File: config.mk
export PLATFORM = sky130hd
export DESIGN_NAME = rv32_alu_arbiter
export DESIGN_NICKNAME = d
export VERILOG_FILES = /design/src/rtl/rv32_alu_arbiter.sv
export SDC_FILE = /design/constraint.sdc
export NUM_CORES = 1
export LEC_CHECK = 0
export CAP_MARGIN = 20
export CORE_AREA = 2 2 195 197
export DETAILED_ROUTE_END_ITERATION = 16
export DIE_AREA = 0 0 197 199
export PLACE_DENSITY = 0.63
export REMOVE_ABC_BUFFERS = 1
export SKIP_LAST_GASP = 1
export SLEW_MARGIN = 40
export SYNTH_ARGS = -nofsm -noshare
export SYNTH_HDL_FRONTEND = slang
export SYNTH_SLANG_ARGS = --single-unit
File: constraint.sdc
create_clock -name clk -period 1.8 [get_ports clk]
set_input_delay 0.18 -clock clk [delete_from_list [all_inputs] [get_ports clk]]
set_output_delay 0.18 -clock clk [all_outputs]
set_load 0.01 [all_outputs]
File: src/rtl/rv32_alu_arbiter.sv
// rv32_alu_arbiter: two-requester arbiter sharing one combinational ALU (IDLE/EXEC/RESP).
// Define RV32_ALU_ARB_FIXED_PRIO_EN for fixed priority (req0 wins); default is round-robin.
module rv32_alu_arbiter #(
  parameter bit ISOLATE = 1
) (
  input  logic        clk,
  input  logic        rst_n,
  input  logic        req0_valid,
  output logic        req0_ready,
  input  logic [3:0]  req0_opsel,
  input  logic [31:0] req0_s1,
  input  logic [31:0] req0_s2,
  input  logic [31:0] req0_pc,
  input  logic [31:0] req0_code,
  input  logic        req1_valid,
  output logic        req1_ready,
  input  logic [3:0]  req1_opsel,
  input  logic [31:0] req1_s1,
  input  logic [31:0] req1_s2,
  input  logic [31:0] req1_pc,
  input  logic [31:0] req1_code,
  output logic        rsp0_valid,
  input  logic        rsp0_ready,
  output logic [31:0] rsp0_data,
  output logic        rsp1_valid,
  input  logic        rsp1_ready,
  output logic [31:0] rsp1_data,
  output logic [31:0] alu_reg_s1,
  output logic [31:0] alu_reg_s2,
  output logic [31:0] alu_pc,
  output logic [31:0] alu_code_bus,
  output logic [3:0]  alu_opsel,
  output logic        alu_enable,
  input  logic [31:0] alu_reg_d1
);
  typedef enum logic [1:0] {IDLE, EXEC, RESP} state_t;
  state_t state, state_nx;
  logic owner, hold, g0, g1, accept, rsp_done, iso;
  logic [3:0] opsel_q;
  logic [31:0] s1_q, s2_q, pc_q, code_q, res_q;
`ifndef RV32_ALU_ARB_FIXED_PRIO_EN
  logic last;
`endif
  always_comb begin
`ifdef RV32_ALU_ARB_FIXED_PRIO_EN
    g0 = req0_valid;
`else
    g0 = req0_valid & (~req1_valid | last);
`endif
    g1 = req1_valid & ~g0;
    // hold blocks the first IDLE cycle after a response so a requester cannot re-grab immediately
    req0_ready = rst_n & (state == IDLE) & ~hold & g0;
    req1_ready = rst_n & (state == IDLE) & ~hold & g1;
    accept = req0_ready | req1_ready;
    rsp_done = (state == RESP) & (owner ? rsp1_ready : rsp0_ready);
    state_nx = (state == EXEC) ? RESP : rsp_done ? IDLE : ((state == IDLE) & accept) ? EXEC : state;
    rsp0_valid = (state == RESP) & ~owner;
    rsp1_valid = (state == RESP) & owner;
    rsp0_data = rsp0_valid ? res_q : '0;
    rsp1_data = rsp1_valid ? res_q : '0;
    alu_enable = state == EXEC;
    iso = ISOLATE & (state != EXEC);
    alu_reg_s1 = iso ? '0 : s1_q;
    alu_reg_s2 = iso ? '0 : s2_q;
    alu_pc = iso ? '0 : pc_q;
    alu_code_bus = iso ? '0 : code_q;
    alu_opsel = iso ? '0 : opsel_q;
  end
  always_ff @(posedge clk or negedge rst_n)
    if (!rst_n) begin
      state <= IDLE;
      owner <= 1'b0;
      hold <= 1'b0;
      opsel_q <= '0;
      s1_q <= '0;
      s2_q <= '0;
      pc_q <= '0;
      code_q <= '0;
      res_q <= '0;
    end else begin
      state <= state_nx;
      hold <= rsp_done;
      if (accept) begin
        owner <= req1_ready;
        opsel_q <= req1_ready ? req1_opsel : req0_opsel;
        s1_q <= req1_ready ? req1_s1 : req0_s1;
        s2_q <= req1_ready ? req1_s2 : req0_s2;
        pc_q <= req1_ready ? req1_pc : req0_pc;
        code_q <= req1_ready ? req1_code : req0_code;
      end
      if (state == EXEC) res_q <= alu_reg_d1;
    end
`ifndef RV32_ALU_ARB_FIXED_PRIO_EN
  always_ff @(posedge clk or negedge rst_n)
    if (!rst_n) last <= 1'b1;
    else if (accept) last <= req1_ready;
`endif
endmodule

Word level (Yosys, flattened, before mapping)

Index checks and enable logic that the tools add are counted.

Register bits after elaboration: 169
Bits in latches: 0
Memory bits (writable): 0
Memory bits (read-only): 0
Bits of input ports: 302
Logic and storage cells: 47
Memories: 0

$add $sub $neg: 0
Multiply operators: 0
Div/mod/pow operators: 0
$lt $le $gt $ge: 0
Eq/ne operators: 3
Shifts and indexed selects: 0
Multiplexer cells: 16
Bitwise logic cells: 16
Reduce and logical (&&, ||, !) cells: 2

Operators by type and width:

| operator                                            | count |
|---|---|
| two-way mux 32 bit                                  | 10 |
| AND 1 bit                                           | 10 |
| two-way mux 4 bit                                   | 2 |
| two-way mux 2 bit                                   | 3 |
| NOT 1 bit                                           | 4 |
| nonzero test 3 bit                                  | 1 |
| equality test 2 x 1 -> 1 bit, second input constant | 1 |
| equality test 2 bit, second input constant          | 1 |
| logical NOT 2 bit                                   | 1 |
| != test 2 x 1 -> 1 bit, second input constant       | 1 |
| bitwise OR 1 bit                                    | 2 |
| two-way mux 1 bit                                   | 1 |

Longest topological paths before layout

Depth after elaboration: 11
Gate-level depth with buffers: 6
Mapped depth without buffers: 3

Worst setup path before layout

OpenSTA, ideal clock, no wires.

Path type: reg2reg
From: reg state[1]
To: reg code_q[11]
Library setup time: 137 ps
Arrival time: 1529 ps
Required time: 1663 ps
Slack: 134 ps
Stages on the path, launching flop included: 5
Buffers on the path: 2
Path through: dfrtp_1 -> nor4b_2 -> buf_2 -> buf_1 -> a2bb2oi_1

Longest elaborated chain between the ends: 5
Elaborated cells between the ends (all ways): 7
Those cells by class: mux (1); bitwise (5); reduce/logical (1)

Ends and longest elaborated chain:

| what                                                          | RTL line | text |
|---|---|---|
| start, declared                                               | 37       | `state_t state, state_nx;` |
| start signal, assigned                                        | 81       | `state <= state_nx;` |
| logical NOT 2 bit (*)                                         | 52, 53   |  |
| AND 1 bit (*) (2 in series)                                   | 52, 53   |  |
| AND 1 bit (on tied branches)                                  | 53, 52   |  |
| two-way mux 32 bit / bitwise OR 1 bit (equally long branches) | 89, 54   |  |
| end signal, assigned                                          | 89       | `code_q <= req1_ready ? req1_code : req0_code;` |
| end, declared                                                 | 40       | `logic [31:0] s1_q, s2_q, pc_q, code_q, res_q;` |

Every way passes the cells marked *; elsewhere a longest branch is shown, timed or not.
A chain may end at the register's enable or synchronous reset.

Worst setup path in the final report

From: reg state[1]
To: out rsp1_data[17]

Longest elaborated chain between the ends: 3

Ends and longest elaborated chain:

| what                | RTL line | text |
|---|---|---|
| equality test 2 bit | 58       | `rsp1_valid = (state == RESP) & owner;` |
| AND 1 bit           | 58       |  |
| two-way mux 32 bit  | 60       | `rsp1_data = rsp1_valid ? res_q : '0;` |
| end, declared       | 27       | `output logic [31:0] rsp1_data,` |

Every way passes these cells.

==> flow_summary.ini <==
[run_status]
status = finished with violations
violations = negative setup slack

[clocking]
cts-root-buf = clkbuf_16
tritoncts = yes
path_clk_slew_ns = 0.07
cts_buffers = 17
ctsLongestPathBuffers = 2
cts_sinks = 169
clkLatencyLatePin_ns = 0.43
htreeDepth = 4

[cells_and_area]
final_cells = 1876
diodes = 0
final_common_cell = clkdlybuf4s50_1
area_growth_pct = 98.1
fin_nets = 1691
final_cell_mix = clkdlybuf4s50_1, dfrtp_1, and2_1
drive_gt1_share_pct = 39.8

[floorplanning]
start_util_pct = 23.4
core_region_area_um2 = 37100
io_pins = 503
placementRows = 71
die_area_um2 = 39200
die_width_um = 197
die_h_um = 199

[worst_setup_path]
critical_path_class = reg -> out
worst-path-buf-inv = 7
worstPathArrival_ns = 2.02
critPathMaxFanout = 4
crit_chain = buf_4, and3b_2, buf_6, buf_6, buf_6, buf_6, buf_6, and2_4, buf_6
r2r-start = state[0]
worstPathRequired_ns = 1.62
worstSetupEndpointType = primary output
cpLargestDelayFamily = buffers and inverters
max_stage_delay_ns = 0.43
crit_start = state[1]
path_common_cell = buf_6
cp-start-kind = register
cp_slowest_cell = dfrtp_1

[min_path]
hp-start = alu_reg_d1[16]
min_path_type = in -> reg

[sta]
tightest_slew_ns = 0.688
slew_viol_final = 0
period_needed_ns = 2.20
fin_hold_ws_ns = 0.370
setup_viol = 364
fin_skew_ns = 0.00964
rsz0062_at_grt = yes
setup_slack_ns = -0.404
timing.final.hold_violations = 0
slew_headroom_pct = 54.0
period_share_pct = 122
fmax_mhz = 454
fin_tns_setup_ns = -93.89

[placed_design]
hpwl_mm = 25.8
dp.cells = 1739
port_buffers = 502
dpl_worst_slack_ns = -0.361
gp_congestion = 0.791

[pwr]
p_seq_share_pct = 27.2
p_int_w = 0.0166
p_clk_share_pct = 13.9
switching_share_pct = 36.2
ir_drop_mv = 0.609
p_leak_nw = 7.21
powerDensity_nw_per_um2 = 1510
power_switching_w = 0.00942
combPwrFrac_pct = 58.9
total_power_w = 0.0260

[detailed_routing]
drc = 0
wl_per_cell_um = 22.2
drtAntennaViolNets = 0
wirelength_mm = 41.7
vias = 9322
drt_iter0_drc = 311
vias_per_cell = 4.97
first_pass_iters = 4

[synthesis]
seq_area_frac_synth_pct = 48.6
syn-instance-count = 778
avgSynthCellArea_um2 = 11.2
synth_warnings = 0
synth.distinct_cells = 28
ys_ff_latch = 169
syn_area_um2 = 8700

[global_routing]
grt_pass1_vias = 9470
grt_max_degree = 109
gr-total-overflow = 0
grt_usage_pct = 19.3
grt_pass1_wl_mm = 57.0
antenna_found_initial = 1

[run]
drv_cap = 0
worst paths after layout:
check,slack [ns],cells after the start,to
max reg2reg,-0.39,10,s2_q[30]
max,-0.40,9,rsp1_data[17]
max in group asynchronous,0.37,5,code_q[14]
min in group asynchronous,0.49,4,state[0]
min,0.37,2,res_q[16]
min reg2reg,0.52,1,code_q[7]
layout make-up:
type	count	area, um^2
multi-input cells	511	4770
well taps	474	593
flip-flops and latches	169	4230
fillers	3385	19900
repair buffers	689	7070
clock buffers	20	447
inverters	1	6.26
clock inverters	12	109
cells by family (layout without fill, tap and decap cells):
group | Yosys count | after routing | synth area share, %
AOI/OAI and AO/OA | 271 | 271 | 27.2
buffers and inverters | 98 | 722 | 4.82
DFF | 169 | 169 | 48.6
muxes | 33 | 33 | 4.26
and+or+nand+nor | 207 | 207 | 15.1
synthesized netlist by cell type, drive strengths merged:
library cell,n,share of area [%]
a21oi,1,0.057
a2bb2oi,132,13
dfrtp,168,48
a31oi,1,0.072
nor3,1,0.057
a22o,1,0.10
and3b,1,0.10
nor3b,1,0.086
clkbuf,72,3.1
or4b,1,0.16
nor2b,2,0.14
buf,25,1.7
a21o,2,0.17
mux2i,1,0.12
a211o,1,0.10
o32ai,132,13
and2,197,14
dfstp,1,0.30
a21bo,1,0.12
nor2,3,0.22
inv,1,0.043
mux2,32,4.1
nor4b,1,0.17
flip-flops by register name (all words and copies together), names as in the netlist:
register / count
opsel_q: 4
pc_q: 32
s1_q: 32
last: 1
owner: 1
state: 2
hold: 1
code_q: 32
res_q: 32
s2_q: 32
metrics by stage:
stage               instance area [um^2]  util (%)
global placement                   14800      39.9
floorplan                           8280         -
global route                       17200      46.4
finish                             17200      46.4
detailed placement                 14800      39.9
CTS                                17100      45.9
routing by layer:
layer / share of wire [%] / vias to the layer above / routed length (um) / track usage (%)
li1: - / 4230 / - / -
met1: 40 / 4614 / 16600 / 23.0
met2: 50 / 416 / 20800 / 33.9
met3: 7.0 / 60 / 2910 / 4.80
met4: 3.3 / 2 / 1360 / 6.88
met5: 0.024 / - / 10 / 0
power by group through the flow:
stage          Combinational, W  Sequential, W  Clock [W]
5_1_grt                  0.0162        0.00727    0.00386
6_report                 0.0153        0.00708    0.00361
3_5_place_dp             0.0116        0.00679          0
3_3_place_gp             0.0114        0.00677          0
2_1_floorplan           0.00504        0.00635          0
4_1_cts                  0.0148        0.00696    0.00373
what timing repair did:
action                     4_1_cts  5_1_grt
pin swaps                       11       14
resized for setup              448      347
setup buffers                   48       36
gates cloned                    17       10
hold buffers                     1        0
setup endpoints to repair      329      365
hold endpoints to repair        51        0
Note: power is estimated with default switching activity, not from simulation.
